**config.mk**
```make
export PLATFORM = sky130hd
export DESIGN_NAME = reg_spill_fill
export DESIGN_NICKNAME = d
export VERILOG_FILES = /design/src/rtl/reg_spill_fill.sv
export SDC_FILE = /design/constraint.sdc
export NUM_CORES = 1
export LEC_CHECK = 0
export BUFFER_PORTS_ARGS = -buffer_cell sky130_fd_sc_hd__buf_2
export CORE_MARGIN = 8
export CORE_UTILIZATION = 54
export DETAILED_ROUTE_END_ITERATION = 8
export PLACE_DENSITY = 0.83
export SLEW_MARGIN = 20
export SYNTH_ARGS = -nofsm -noshare
export SYNTH_HDL_FRONTEND = slang
export SYNTH_SLANG_ARGS = --single-unit
export TNS_END_PERCENT = 10
```
**constraint.sdc**
```tcl
create_clock -name clk -period 5.4 [get_ports clk]
set_clock_uncertainty 0.1 [all_clocks]
set_input_delay 1.35 -clock clk [delete_from_list [all_inputs] [get_ports clk]]
set_output_delay 1.35 -clock clk [all_outputs]
set_load 0.05 [all_outputs]
```
**src/rtl/reg_spill_fill.sv**
```systemverilog
// Spill/fill sequencer: walks register indices 0..NREGS-1, moving each register
// between the register bank and data memory with a req/ack memory handshake.
module reg_spill_fill #(
    parameter int WIDTH = 16,
    parameter int NREGS = 8,
    parameter int IDW   = 3,
    parameter int AW    = 16
) (
    input  logic             clk,
    input  logic             reset,
    input  logic             start,
    input  logic             dir,
    input  logic             abort,
    input  logic [AW-1:0]    base_addr,
    output logic             busy,
    output logic             done,
    output logic [IDW-1:0]   rId,
    input  logic [WIDTH-1:0] rOut,
    output logic [IDW-1:0]   wr_id,
    output logic [WIDTH-1:0] rIn,
    output logic             ldR,
    output logic             mem_req,
    output logic             mem_we,
    output logic [AW-1:0]    mem_addr,
    output logic [WIDTH-1:0] mem_wdata,
    input  logic             mem_ack,
    input  logic [WIDTH-1:0] mem_rdata
);

    typedef enum logic [2:0] {
        S_IDLE,
        S_SP_RD,
        S_SP_WR,
        S_FL_RD,
        S_FL_LD,
        S_DONE
    } state_t;

    state_t           r_state;
    logic [IDW-1:0]   r_idx;
    logic [AW-1:0]    r_base;
    logic             r_busy;
    logic             r_done;
    logic [IDW-1:0]   r_rid;
    logic [IDW-1:0]   r_wr_id;
    logic [WIDTH-1:0] r_rin;
    logic             r_ldr;
    logic             r_req;
    logic             r_we;
    logic [AW-1:0]    r_addr;
    logic [WIDTH-1:0] r_wdata;

    logic             w_last;
    logic [IDW-1:0]   w_idx_nxt;
    logic [AW-1:0]    w_addr_cur;
    logic [AW-1:0]    w_addr_nxt;

    assign w_last     = (r_idx == IDW'(NREGS - 1));
    assign w_idx_nxt  = r_idx + IDW'(1);
    // Address arithmetic deliberately wraps modulo 2^AW.
    assign w_addr_cur = r_base + AW'(r_idx);
    assign w_addr_nxt = r_base + AW'(w_idx_nxt);

    always_ff @(posedge clk or negedge reset) begin
        if (!reset) begin
            r_state <= S_IDLE;
            r_idx   <= '0;
            r_base  <= '0;
            r_busy  <= 1'b0;
            r_done  <= 1'b0;
            r_rid   <= '0;
            r_wr_id <= '0;
            r_rin   <= '0;
            r_ldr   <= 1'b0;
            r_req   <= 1'b0;
            r_we    <= 1'b0;
            r_addr  <= '0;
            r_wdata <= '0;
        end else begin
            r_done <= 1'b0;
            r_ldr  <= 1'b0;
            // Abort wins over everything, including a same-cycle mem_ack.
            if (abort && r_state != S_IDLE) begin
                r_state <= S_IDLE;
                r_busy  <= 1'b0;
                r_req   <= 1'b0;
                r_we    <= 1'b0;
            end else begin
                case (r_state)
                    S_IDLE: begin
                        if (start) begin
                            r_base <= base_addr;
                            r_idx  <= '0;
                            r_busy <= 1'b1;
                            if (dir) begin
                                r_state <= S_FL_RD;
                                r_req   <= 1'b1;
                                r_we    <= 1'b0;
                                r_addr  <= base_addr;
                            end else begin
                                r_state <= S_SP_RD;
                                r_rid   <= '0;
                            end
                        end
                    end
                    S_SP_RD: begin
                        r_state <= S_SP_WR;
                        r_wdata <= rOut;
                        r_req   <= 1'b1;
                        r_we    <= 1'b1;
                        r_addr  <= w_addr_cur;
                    end
                    S_SP_WR: begin
                        if (mem_ack) begin
                            r_req <= 1'b0;
                            r_we  <= 1'b0;
                            if (w_last) begin
                                r_state <= S_DONE;
                                r_done  <= 1'b1;
                                r_busy  <= 1'b0;
                            end else begin
                                r_state <= S_SP_RD;
                                r_idx   <= w_idx_nxt;
                                r_rid   <= w_idx_nxt;
                            end
                        end
                    end
                    S_FL_RD: begin
                        if (mem_ack) begin
                            r_state <= S_FL_LD;
                            r_req   <= 1'b0;
                            r_ldr   <= 1'b1;
                            r_wr_id <= r_idx;
                            r_rin   <= mem_rdata;
                        end
                    end
                    S_FL_LD: begin
                        if (w_last) begin
                            r_state <= S_DONE;
                            r_done  <= 1'b1;
                            r_busy  <= 1'b0;
                        end else begin
                            r_state <= S_FL_RD;
                            r_idx   <= w_idx_nxt;
                            r_req   <= 1'b1;
                            r_we    <= 1'b0;
                            r_addr  <= w_addr_nxt;
                        end
                    end
                    S_DONE: begin
                        r_state <= S_IDLE;
                    end
                    default: begin
                        r_state <= S_IDLE;
                        r_busy  <= 1'b0;
                        r_req   <= 1'b0;
                        r_we    <= 1'b0;
                    end
                endcase
            end
        end
    end

    assign busy      = r_busy;
    assign done      = r_done;
    assign rId       = r_rid;
    assign wr_id     = r_wr_id;
    assign rIn       = r_rin;
    // The strobe is already registered high for FL_LD; abort must still suppress it.
    assign ldR       = r_ldr & ~abort;
    assign mem_req   = r_req;
    assign mem_we    = r_we;
    assign mem_addr  = r_addr;
    assign mem_wdata = r_wdata;

endmodule
```
==> metrics.txt <==
status finished, final reports clean; hold slack 377 ps; relative slew slack 0.298; unrepaired setup endpoints after global routing no; Die Span X 101 µm; final period utilization 0.659; total gr overflow 0; post-synth top area cell dfrtp_1; Max FO, Critical Path 17; DR pass1 iterations 4; Port Buffers 112; Area contributors post-synth dfrtp_1, mux2_2, nand2_1; reg2reg start r_state[1]; Syn Nets 386; area occupied by multi-input gates 1750 µm²; clock slew at reported path FFs 70 ps; ANT nets after route 0; # IOs 113; register area share after synthesis 0.522; Leakage 2.23 nW; CTS Buf Count 9; Vias 2870; first-pass GRT wire length 14200 µm; top cell type's share of synthesized area 0.522; Crit. Startpoint r_state[1]; sequential cell area 2030 µm²; initial antenna violation count 0; Setup Viol. Count Final 0; Worst Tran Pin Value 1050 ps; commonest cells after routing, fill and taps aside buf_2, dfrtp_1, mux2_2; Pwr Density 670 nW/µm²; Ant. Diodes 0; H-tree levels 3; die area 10200 µm²; post-synthesis register bit count 81; GRT Total Usage 0.177; mapped cell area 3880 µm²; hold_buf cts 0; CP cell instances clkinv_1 -> nand2_1 -> nor2_1 -> xor2_1 -> ha_1 -> fa_1 -> a21oi_1 -> nor3b_1 -> xor2_1 -> mux2i_1 -> o21ai_0; fin crit period 3560 ps; Initial Util 0.547; Crit path top cell by count xor2_1; Skew-Pair Late Insertion Delay 350 ps; crit path launch type flop; Syn Inst Count 326; height of the die 101 µm; final hold vios 0; largest net degree at the start of global routing 82; layout cells sized above 1 0.433; Max Slew Vio Count 0; worst path bufs/invs 1; Area Growth Syn to Fin 20.1%; Routed WL 8470 µm; max frequency 281 MHz; Syn Area/Cell 11.9 µm²; PostCTS Resize Cnt 0; clk root buf clkbuf_8; Primary FF master, synth dfrtp_1; Final #Nets 495; post-CTS setup buffer count 0; Post-synth EDFFs 0; Max clock buf depth 2; DP HPWL 6360 µm; commonest non-fill, non-tap cell in the layout buf_2; Worst EP required 5480 ps; Synthesis Warnings 0; CTS sink cnt 81; top cell family by delay on the critical path flip-flops; Crit. End Element flop; initial DRC count 137; clock tree from TritonCTS done; routed len/inst 15.7 µm; Critical-path top delay cell dfrtp_1; max-cap viol count 0; Site Rows 31; worst stage delay on the critical path 730 ps; asr flop ratio synth 1.00; Netlist cell types 51; Worst Hold Launch mem_we; critical path type flop to flop; # fillers 586; Hold WC Path Type flop to flop; routability cong. 0.826; core area 7100 µm²; Residual DRC 0; largest vdd supply drop 0.389 mV; post-route setup TNS 0 ps; CP arrival 3640 ps; vias in the first global route 3023; Avg Vias per Cell 5.33
## sequential cells by signal, indices dropped and copies added, names as in the netlist
register	count
busy	1
r_ldr	1
r_base	16
rIn	16
r_idx	3
mem_addr	16
mem_wdata	16
rId	3
done	1
mem_we	1
r_state	3
mem_req	1
wr_id	3
## cells in the mapped netlist (all sizes together), types with 5 or more instances
master,n
dfrtp,81
mux2,53
nand2,39
o21ai,21
nor2,16
buf,14
xor2,12
a21oi,11
mux2i,10
nor3,6
ha,5
## layer usage
metal | vias to the layer above | GRT usage | wire length, µm
li1 | 1385 | - | -
met1 | 1385 | 0.210 | 3590
met2 | 90 | 0.279 | 4010
met3 | 10 | 0.0718 | 747
met4 | 0 | 0.0744 | 113
met5 | - | 0 | 0
## power by group
group	total (W)	switching (W)	internal, W
logic	0.00163	0.00112	0.000509
clock network	0.000408	0.000199	0.000209
registers	0.00108	0.000208	0.000874
total	0.00312	0.00153	0.00159
## final cells by class
type,instances,area share
Multi-Input combinational cell,228,0.376
Tap cell,99,0.0266
Sequential cell,81,0.435
Inverter,2,0.00161
Clock buffer,11,0.0282
Timing Repair Buffer,113,0.123
Clock inverter,4,0.00966
## stage by stage
| stage | std cells | utilization | setup slack [ps] | area, µm² | power [W] |
|---|---|---|---|---|---|
| 5_1_grt | 538 | 0.657 | 1600 | 4660 | 0.00331 |
| 4_1_cts | 538 | 0.656 | 1860 | 4660 | 0.00316 |
| 6_report | 538 | 0.657 | 1840 | 4660 | 0.00312 |
| 3_3_place_gp | 523 | 0.631 | 1920 | 4480 | 0.00269 |
| 3_5_place_dp | 523 | 0.631 | 1850 | 4480 | 0.00274 |
| 2_1_floorplan | 326 | - | 1710 | 3880 | 0.00238 |
## final timing paths
| path | end | slack (ps) | depth (start not counted) |
|---|---|---|---|
| max | mem_addr[6] | 1840 | 11 |
| min | mem_we | 380 | 1 |
| max reg2reg | mem_addr[6] | 1840 | 11 |
| min reg2reg | mem_we | 380 | 1 |
| max in group asynchronous | rId[1] | 3790 | 1 |
| min in group asynchronous | mem_addr[8] | 920 | 1 |
## logic make-up after synthesis
group | after synthesis | synth area share
muxes | 63 | 0.180
buffers and inverters | 17 | 0.0264
AOI/OAI and AO/OA | 55 | 0.0967
DFF | 81 | 0.522
and+or+nand+nor | 88 | 0.118
xor gates and xnor gates | 16 | 0.0361
adders and majority gates | 6 | 0.0213
No activity file was read; power rests on OpenSTA's default activity.
